$ cat src/rtl/uart_rx_byte_fifo_if.sv
// rtl/uart_rx_byte_fifo_if.sv - Handshake/status bundle between the UART receiver, the byte FIFO and its consumer

interface uart_rx_byte_fifo_if #(
  parameter int DEPTH_LOG2 = 4
);

  // Producer side: byte strobe from the UART receiver
  logic [7:0]          rx_data;
  logic                rx_data_valid;

  // Consumer side: pop request and sticky-flag clear
  logic                rd_en;
  logic                clear_overflow;

  // FIFO status and head byte
  logic [7:0]          rd_data;
  logic                empty;
  logic                full;
  logic [DEPTH_LOG2:0] count;
  logic                overflow;
  logic                almost_full;

  // Environment view: drives bytes and pops, observes status
  modport master (
    output rx_data,
    output rx_data_valid,
    output rd_en,
    output clear_overflow,
    input  rd_data,
    input  empty,
    input  full,
    input  count,
    input  overflow,
    input  almost_full
  );

  // FIFO view
  modport slave (
    input  rx_data,
    input  rx_data_valid,
    input  rd_en,
    input  clear_overflow,
    output rd_data,
    output empty,
    output full,
    output count,
    output overflow,
    output almost_full
  );

endinterface

$ cat src/rtl/uart_rx_byte_fifo.sv
// rtl/uart_rx_byte_fifo.sv - Circular byte FIFO behind the UART receiver with sticky overflow; optional almost_full via UART_RX_FIFO_ALMOST_FULL_EN

module uart_rx_byte_fifo #(
  parameter int DEPTH_LOG2         = 4,
  parameter int ALMOST_FULL_THRESH = 12
) (
  input  logic                   i_clk,
  input  logic                   i_reset,
  uart_rx_byte_fifo_if.slave     bus
);

  localparam int                  LP_DEPTH_INT = 1 << DEPTH_LOG2;
  localparam logic [DEPTH_LOG2:0] LP_DEPTH     = {1'b1, {DEPTH_LOG2{1'b0}}};
  localparam logic [DEPTH_LOG2:0] LP_CNT_ZERO  = '0;
  localparam logic [DEPTH_LOG2:0] LP_CNT_ONE   = {{DEPTH_LOG2{1'b0}}, 1'b1};
  localparam logic [DEPTH_LOG2-1:0] LP_PTR_ONE = {{(DEPTH_LOG2-1){1'b0}}, 1'b1};

  // A threshold outside 1..depth would make almost_full meaningless; stop elaboration instead
  if (ALMOST_FULL_THRESH < 1 || ALMOST_FULL_THRESH > LP_DEPTH_INT) begin : g_bad_thresh
    $error("uart_rx_byte_fifo: ALMOST_FULL_THRESH out of range");
  end

  // Storage and control state; the array itself is never reset
  logic [7:0]            r_mem [LP_DEPTH_INT];
  logic [DEPTH_LOG2-1:0] r_wp;
  logic [DEPTH_LOG2-1:0] r_rp;
  logic [DEPTH_LOG2:0]   r_count;
  logic                  r_overflow;

  logic                  w_empty;
  logic                  w_full;
  logic                  w_rd_accept;
  logic                  w_wr_accept;
  logic                  w_drop;
  logic [DEPTH_LOG2:0]   w_count_next;

  // Flags come straight from the registered occupancy so they never glitch on inputs
  assign w_empty = (r_count == LP_CNT_ZERO);
  assign w_full  = (r_count == LP_DEPTH);

  // A pop on an empty FIFO is a no-op; a write into a full FIFO only succeeds if a pop frees the slot
  assign w_rd_accept = bus.rd_en & ~w_empty;
  assign w_wr_accept = bus.rx_data_valid & (~w_full | w_rd_accept);
  assign w_drop      = bus.rx_data_valid & w_full & ~bus.rd_en;

  // Next occupancy: simultaneous accept of write and read leaves it unchanged
  always_comb begin
    w_count_next = r_count;
    case ({w_wr_accept, w_rd_accept})
      2'b10:   w_count_next = r_count + LP_CNT_ONE;
      2'b01:   w_count_next = r_count - LP_CNT_ONE;
      default: w_count_next = r_count;
    endcase
  end

  // Byte storage: written only when the write is accepted
  always_ff @(posedge i_clk) begin
    if (!i_reset && w_wr_accept) begin
      r_mem[r_wp] <= bus.rx_data;
    end
  end

  // Pointers and occupancy counter; pointers wrap naturally at the depth boundary
  always_ff @(posedge i_clk) begin
    if (i_reset) begin
      r_wp    <= '0;
      r_rp    <= '0;
      r_count <= '0;
    end else begin
      if (w_wr_accept) begin
        r_wp <= r_wp + LP_PTR_ONE;
      end
      if (w_rd_accept) begin
        r_rp <= r_rp + LP_PTR_ONE;
      end
      r_count <= w_count_next;
    end
  end

  // Sticky lost-byte flag; a drop in the same cycle as a clear keeps it set
  always_ff @(posedge i_clk) begin
    if (i_reset) begin
      r_overflow <= 1'b0;
    end else if (w_drop) begin
      r_overflow <= 1'b1;
    end else if (bus.clear_overflow) begin
      r_overflow <= 1'b0;
    end
  end

`ifdef UART_RX_FIFO_ALMOST_FULL_EN
  localparam logic [DEPTH_LOG2:0] LP_AF_THRESH = ALMOST_FULL_THRESH[DEPTH_LOG2:0];

  logic r_almost_full;

  // Flow-control hint toward the link, computed from the next count so it tracks count on the same edge
  always_ff @(posedge i_clk) begin
    if (i_reset) begin
      r_almost_full <= 1'b0;
    end else begin
      r_almost_full <= (w_count_next >= LP_AF_THRESH);
    end
  end

  assign bus.almost_full = r_almost_full;
`else
  assign bus.almost_full = 1'b0;
`endif

  // First-word fall-through head; reads as zero when nothing is stored
  assign bus.rd_data  = w_empty ? 8'h00 : r_mem[r_rp];
  assign bus.empty    = w_empty;
  assign bus.full     = w_full;
  assign bus.count    = r_count;
  assign bus.overflow = r_overflow;

endmodule

$ cat src/flat_wrapper.sv
// flat-port wrapper written by rule: the top's interface ports become plain ports
module uart_rx_byte_fifo_flat 
#(
  parameter int DEPTH_LOG2         = 4,
  parameter int ALMOST_FULL_THRESH = 12
)
  (i_clk, i_reset, bus_rx_data, bus_rx_data_valid, bus_rd_en, bus_clear_overflow, bus_rd_data, bus_empty, bus_full, bus_count, bus_overflow, bus_almost_full);
  uart_rx_byte_fifo_if #(.DEPTH_LOG2(DEPTH_LOG2)) bus_i ();
  input  logic i_clk;
  input  logic i_reset;
  input wire logic [$bits(bus_i.rx_data)-1:0] bus_rx_data;
  input wire logic [$bits(bus_i.rx_data_valid)-1:0] bus_rx_data_valid;
  input wire logic [$bits(bus_i.rd_en)-1:0] bus_rd_en;
  input wire logic [$bits(bus_i.clear_overflow)-1:0] bus_clear_overflow;
  output wire logic [$bits(bus_i.rd_data)-1:0] bus_rd_data;
  output wire logic [$bits(bus_i.empty)-1:0] bus_empty;
  output wire logic [$bits(bus_i.full)-1:0] bus_full;
  output wire logic [$bits(bus_i.count)-1:0] bus_count;
  output wire logic [$bits(bus_i.overflow)-1:0] bus_overflow;
  output wire logic [$bits(bus_i.almost_full)-1:0] bus_almost_full;
  assign bus_i.rx_data = bus_rx_data;
  assign bus_i.rx_data_valid = bus_rx_data_valid;
  assign bus_i.rd_en = bus_rd_en;
  assign bus_i.clear_overflow = bus_clear_overflow;
  assign bus_rd_data = bus_i.rd_data;
  assign bus_empty = bus_i.empty;
  assign bus_full = bus_i.full;
  assign bus_count = bus_i.count;
  assign bus_overflow = bus_i.overflow;
  assign bus_almost_full = bus_i.almost_full;
  uart_rx_byte_fifo #(.DEPTH_LOG2(DEPTH_LOG2), .ALMOST_FULL_THRESH(ALMOST_FULL_THRESH)) u_core (.i_clk(i_clk), .i_reset(i_reset), .bus(bus_i));
endmodule
$ cat config.mk
export PLATFORM = sky130hd
export DESIGN_NAME = uart_rx_byte_fifo_flat
export DESIGN_NICKNAME = d
export VERILOG_FILES = /design/src/rtl/uart_rx_byte_fifo_if.sv /design/src/rtl/uart_rx_byte_fifo.sv /design/src/flat_wrapper.sv
export SDC_FILE = /design/constraint.sdc
export NUM_CORES = 1
export LEC_CHECK = 0
export ABC_AREA = 1
export CORE_AREA = 2 2 111 113
export DETAILED_ROUTE_END_ITERATION = 10
export DIE_AREA = 0 0 113 115
export HOLD_SLACK_MARGIN = 0.02
export PLACE_DENSITY_LB_ADDON = 0.05
export SYNTH_ARGS = -nofsm -noshare
export SYNTH_HDL_FRONTEND = slang
export SYNTH_SLANG_ARGS = --single-unit
$ cat constraint.sdc
create_clock -name i_clk -period 2.55 [get_ports i_clk]
set_input_delay 0.765 -clock i_clk [delete_from_list [all_inputs] [get_ports i_clk]]
set_output_delay 0.765 -clock i_clk [all_outputs]
set_load 0.01 [all_outputs]
======== Word level (Yosys, flattened, before mapping) ========
Memory sizes are Yosys's and may differ from the RTL's. A register that Yosys moved wholly into a read port is not among the register bits.
Cells that the tools add are included.
word-level totals
  register bits after elaboration ......... 14
  memory bits (writable) .................. 128
  input port bits ......................... 13
  output and inout bits ................... 17
  logic and storage cells ................. 33
  memories kept ........................... 1
memory list
  name          words  bits a word  read ports  clocked after Yosys merged registers in  write ports  line                     source
  u_core.r_mem  16     8            1           1                                        1            uart_rx_byte_fifo.sv:24  logic [7:0] r_mem [LP_DEPTH_INT];
operators by class
  add/sub/neg operators ................... 4
  equal/unequal tests ..................... 3
  mux-type cells .......................... 8
  bitwise operators ....................... 8
  reduce and logical (&&, ||, !) cells .... 5
operators by type and width
  operator                                              number
  case mux 5 bit (2 select lines)                       1
  adder 4 x 1 -> 4 bit (second input constant)          2
  two-way mux 4 bit                                     2
  two-way mux 8 bit                                     1
  adder 5 x 1 -> 5 bit (second input constant)          1
  equality test 5 bit (second input constant)           1
  logical NOT 5 bit                                     1
  subtractor 5 x 1 -> 5 bit (second input constant)     1
  bitwise AND 1 bit                                     4
  two-way mux 1 bit                                     4
  nonzero test 2 bit                                    2
  inverter 1 bit                                        3
  equality test 2 x 1 -> 1 bit (second input constant)  1
  equality test 2 bit (second input constant)           1
  logical AND 1 bit                                     1
  logical NOT 1 bit                                     1
  bitwise OR 1 bit                                      1

======== Longest topological paths before layout ========
  depth in word-level cells ............... 8
  depth in mapped cells ................... 16
  gate-level depth less buffers ........... 16

======== Worst setup path after synthesis ========
Ideal clock, no wire load.
  kind .................................... input port to flip-flop
  start ................................... input bus_rx_data_valid
  end ..................................... register u_core.r_count[4] (netlist: u_core.bus.count[4])
  setup time .............................. 0.115 ns
  arrival time ............................ 1.940 ns
  setup slack ............................. 0.495 ns
  stages .................................. 13
  path buffers ............................ 0
  path through ............................ inv_1 nand3_2 inv_2 or2_4 nand2_1 inv_1 ha_1 inv_1 nand2_1 nand4_1 nand3_1 a21oi_1 nor2_1
on the way
  word-level cells in the longest chain between the ends .. 3
RTL lines
  what                                                                   line                     source
  from (decl)                                                            flat_wrapper.sv:12       input wire logic [$bits(bus_i.rx_data_valid)-1:0] bus_rx_data_valid;
  bitwise AND 1 bit (*)                                                  uart_rx_byte_fifo.sv:43  assign w_wr_accept = bus.rx_data_valid & (~w_full | w_rd_accept);
  equality test 2 x 1 -> 1 bit or equality test 2 bit (tied branches)    uart_rx_byte_fifo.sv:49  case ({w_wr_accept, w_rd_accept})
  case mux 5 bit (2 select lines) or nonzero test 2 bit (tied branches)  n/a
  to (signal assigned)                                                   uart_rx_byte_fifo.sv:76  r_count <= w_count_next;
  to (decl)                                                              uart_rx_byte_fifo.sv:27  logic [DEPTH_LOG2:0] r_count;
Every way passes the cells marked *; elsewhere a longest branch is shown, timed or not.
A chain may end at the register's enable or synchronous reset.

==> flow_summary.json <==
{
  "grt_util_all_layers_pct": 24.2,
  "async_reset_ff_share_pct": 0,
  "drt_wl_total_mm": 15.4,
  "route.detailed.vias_per_inst": 5.72,
  "syn-instance-count": 496,
  "min_delay_path_depth": 2,
  "clock_tree_from_tritoncts": "done",
  "slew_viol_final": 0,
  "max_clock_freq_ghz": 0.369,
  "worst_setup_slack_after_layout_ns": -0.161,
  "die_h_microns": 115,
  "top_usage_layer": "met2",
  "globalRouteOverflowTotal": 0,
  "violations": "negative setup slack",
  "setup_violations": 8,
  "core_region_area_sq_um": 11800,
  "ys.warnings.count": 0,
  "detailroute.via_count": 4328,
  "netlist_top_cells_area": "edfxtp_1, dfxtp_1, o21ai_0",
  "placementRows": 40,
  "ys.flop_type": "edfxtp_1",
  "final_cell_area_sq_um": 7870,
  "cellLeakagePower_nw": 2.89,
  "outcome": "complete, but fails checks",
  "power_mw": 6.86,
  "synthDominantCellAreaShare_pct": 64.3,
  "place.gp.congestion": 0.854,
  "fp.dieArea_sq_um": 13000,
  "drv_cap": 0,
  "final_core_utilization_pct": 66.6,
  "htree_num_levels": 4,
  "clk-insertion-delay-late_ns": 0.42,
  "grt_first_pass_wirelength_mm": 23.1,
  "peakVddDrop_uv": 613,
  "crit_path_max_fanout": 7,
  "drt_pre_antenna_iters": 5,
  "wl_per_cell_microns": 20.4,
  "layout-drive-gt1-share_pct": 25.6,
  "gr-usage-met1_pct": 31.3,
  "post_synth_instance_area_sq_um": 5980,
  "layout.nets": 617,
  "root_buffer": "clkbuf_16",
  "p_r_area_growth_vs_syn_pct": 31.6,
  "drt_iter0_drc": 434,
  "grt_setup_unrepaired": "yes",
  "grt_max_degree": 27,
  "use_met2_pct": 40.0,
  "number_of_global_route_vias_before_repair": 4291,
  "route.detailed.drc": 0,
  "synth_top_cell_by_area": "edfxtp_1",
  "clkSinkCount": 146,
  "clk_transition_reported_paths_ns": 0.06,
  "synth_seq_area_share_pct": 70.3,
  "post_synth_num_cell_types": 31,
  "required_ns": 1.79,
  "final_period_minus_worst_setup_slack_ns": 2.71,
  "die-width_microns": 113,
  "final.setup.tns_ns": -0.935,
  "numCtsBuffers": 17,
  "yosys_register_bits": 146,
  "ctsLongestPathBuffers": 2,
  "placement.setup.worst_slack_ns": -0.174,
  "finClkSkew_ns": 0.00621,
  "layout_worst_path_cycle_share_pct": 106,
  "synth_nets": 516,
  "fraction_of_met3_tracks_used_by_global_routing_pct": 6.33,
  "max_slew_margin_pct": 59.2,
  "hold_class": "reg -> reg",
  "cells_on_worst_reg2reg_path": 15,
  "max_slew.worst_pin.slew_ns": 0.610,
  "crit_arrival_ns": 1.95,
  "detail-route-antenna-nets": 0,
  "dp_hpwl_mm": 9.80,
  "timing.final.hold_violations": 0,
  "postSynthAreaPerCell_sq_um": 12.1,
  "synth_edf_count": 128,
  "cp-start-kind": "flip-flop",
  "power_density_nw_per_um2": 872,
  "antenna_cells": 0,
  "num_io_pins": 30,
  "path_class": "reg -> out",
  "floorplan.initialDensity_pct": 50.6,
  "port_buffers": 28,
  "post_place_instance_area_sq_um": 6840,
  "sort_of_element_at_the_end_of_the_critical_path": "output pin",
  "antenna_found_initial": 0
}
-- cell usage in the layout (no fill, tap or decap), types with 10 or more instances in the layout --
master and n:
a21oi_1 12, buf_12 10, buf_4 58, clkbuf_16 21, clkdlybuf4s50_1 18, dfxtp_1 16, edfxtp_1 128, inv_1 22
nand2_1 26, nand3_1 25, nor2_1 86, o21ai_0 44, o21ai_1 28, o221ai_1 21
-- power by group --
part / leakage (nW) / internal (mW) / total (mW) / switching [mW]
registers: 1.30 / 2.66 / 2.71 / 0.0527
clock network: 0.279 / 1.54 / 2.47 / 0.936
logic: 1.31 / 0.769 / 1.68 / 0.910
-- sequential cells by signal, indices dropped and copies added (netlist names), named ones only --
| name | cells |
|---|---|
| u_core.r_rp | 4 |
| u_core.r_mem | 128 |
| u_core.bus.overflow | 1 |
| u_core.bus.count | 5 |
| u_core.r_wp | 4 |
-- area by class of cell --
class	count	area (sq um)
Clock inverter	13	160
Timing Repair Buffer	107	1100
Multi-Input combinational cell	296	1650
Clock buffer	19	433
Fill cell	867	3940
Sequential cell	146	4210
Inverter	29	135
Tap cell	147	184
-- routing by layer --
layer / wire (microns) / vias up
met2: 7640 / 158
met5: 0 / -
met4: 354 / 0
met1: 6370 / 2114
met3: 1060 / 28
li1: - / 2028
-- cell usage after synthesis (all sizes together), types with 5 or more instances --
library cell and instances:
a21oi 21, nand3 27, nor2 95, o221ai 24
buf 15, ha 7, nand2 27, dfxtp 18
edfxtp 128, o21ai 77, inv 28, o22ai 8
nand4 5, clkbuf 10
-- logic make-up after synthesis --
kind of cell / share of synthesized area, %
simple gates: 11.1
buf+inv: 3.85
compound gates: 13.1
other cells: 0.0627
xor+xnor: 0.146
flops: 70.3
fa+ha+maj: 1.46
-- stage by stage --
stage	hold WS, ns	instances
final	0.470	757
after CTS	0.472	747
after global routing	0.494	757
after global placement	0.455	708
after floorplan	0.436	496
after detailed placement	0.462	708
-- timing repair --
item                                    in CTS  in global routing
resized for setup                           75                 34
gates cloned                                 3                  4
setup buffers                                5                  6
pin swaps                                   19                 23
endpoints found under the setup margin       8                  9
hold buffers                                 0                  0
-- worst max-delay path: stages (launching register included) --
cell and delay, ns:
dfxtp_4 0.37, buf_12 0.15, clkinv_16 0.07, buf_12 0.13, o21ai_0 0.10, o221ai_1 0.24, nand3_1 0.15, a21oi_2 0.17
buf_2 0.15
-- final timing paths --
path	from	end	slack, ns
worst min-delay path	u_core.r_rp[3]	u_core.r_rp[3]	0.47
worst min register to register	u_core.r_rp[3]	u_core.r_rp[3]	0.47
worst max-delay path	flip-flop	bus_rd_data[5]	-0.16
worst max register to register	u_core.bus.count[3]	u_core.bus.count[4]	0.57
(Power assumes the default switching activity.)
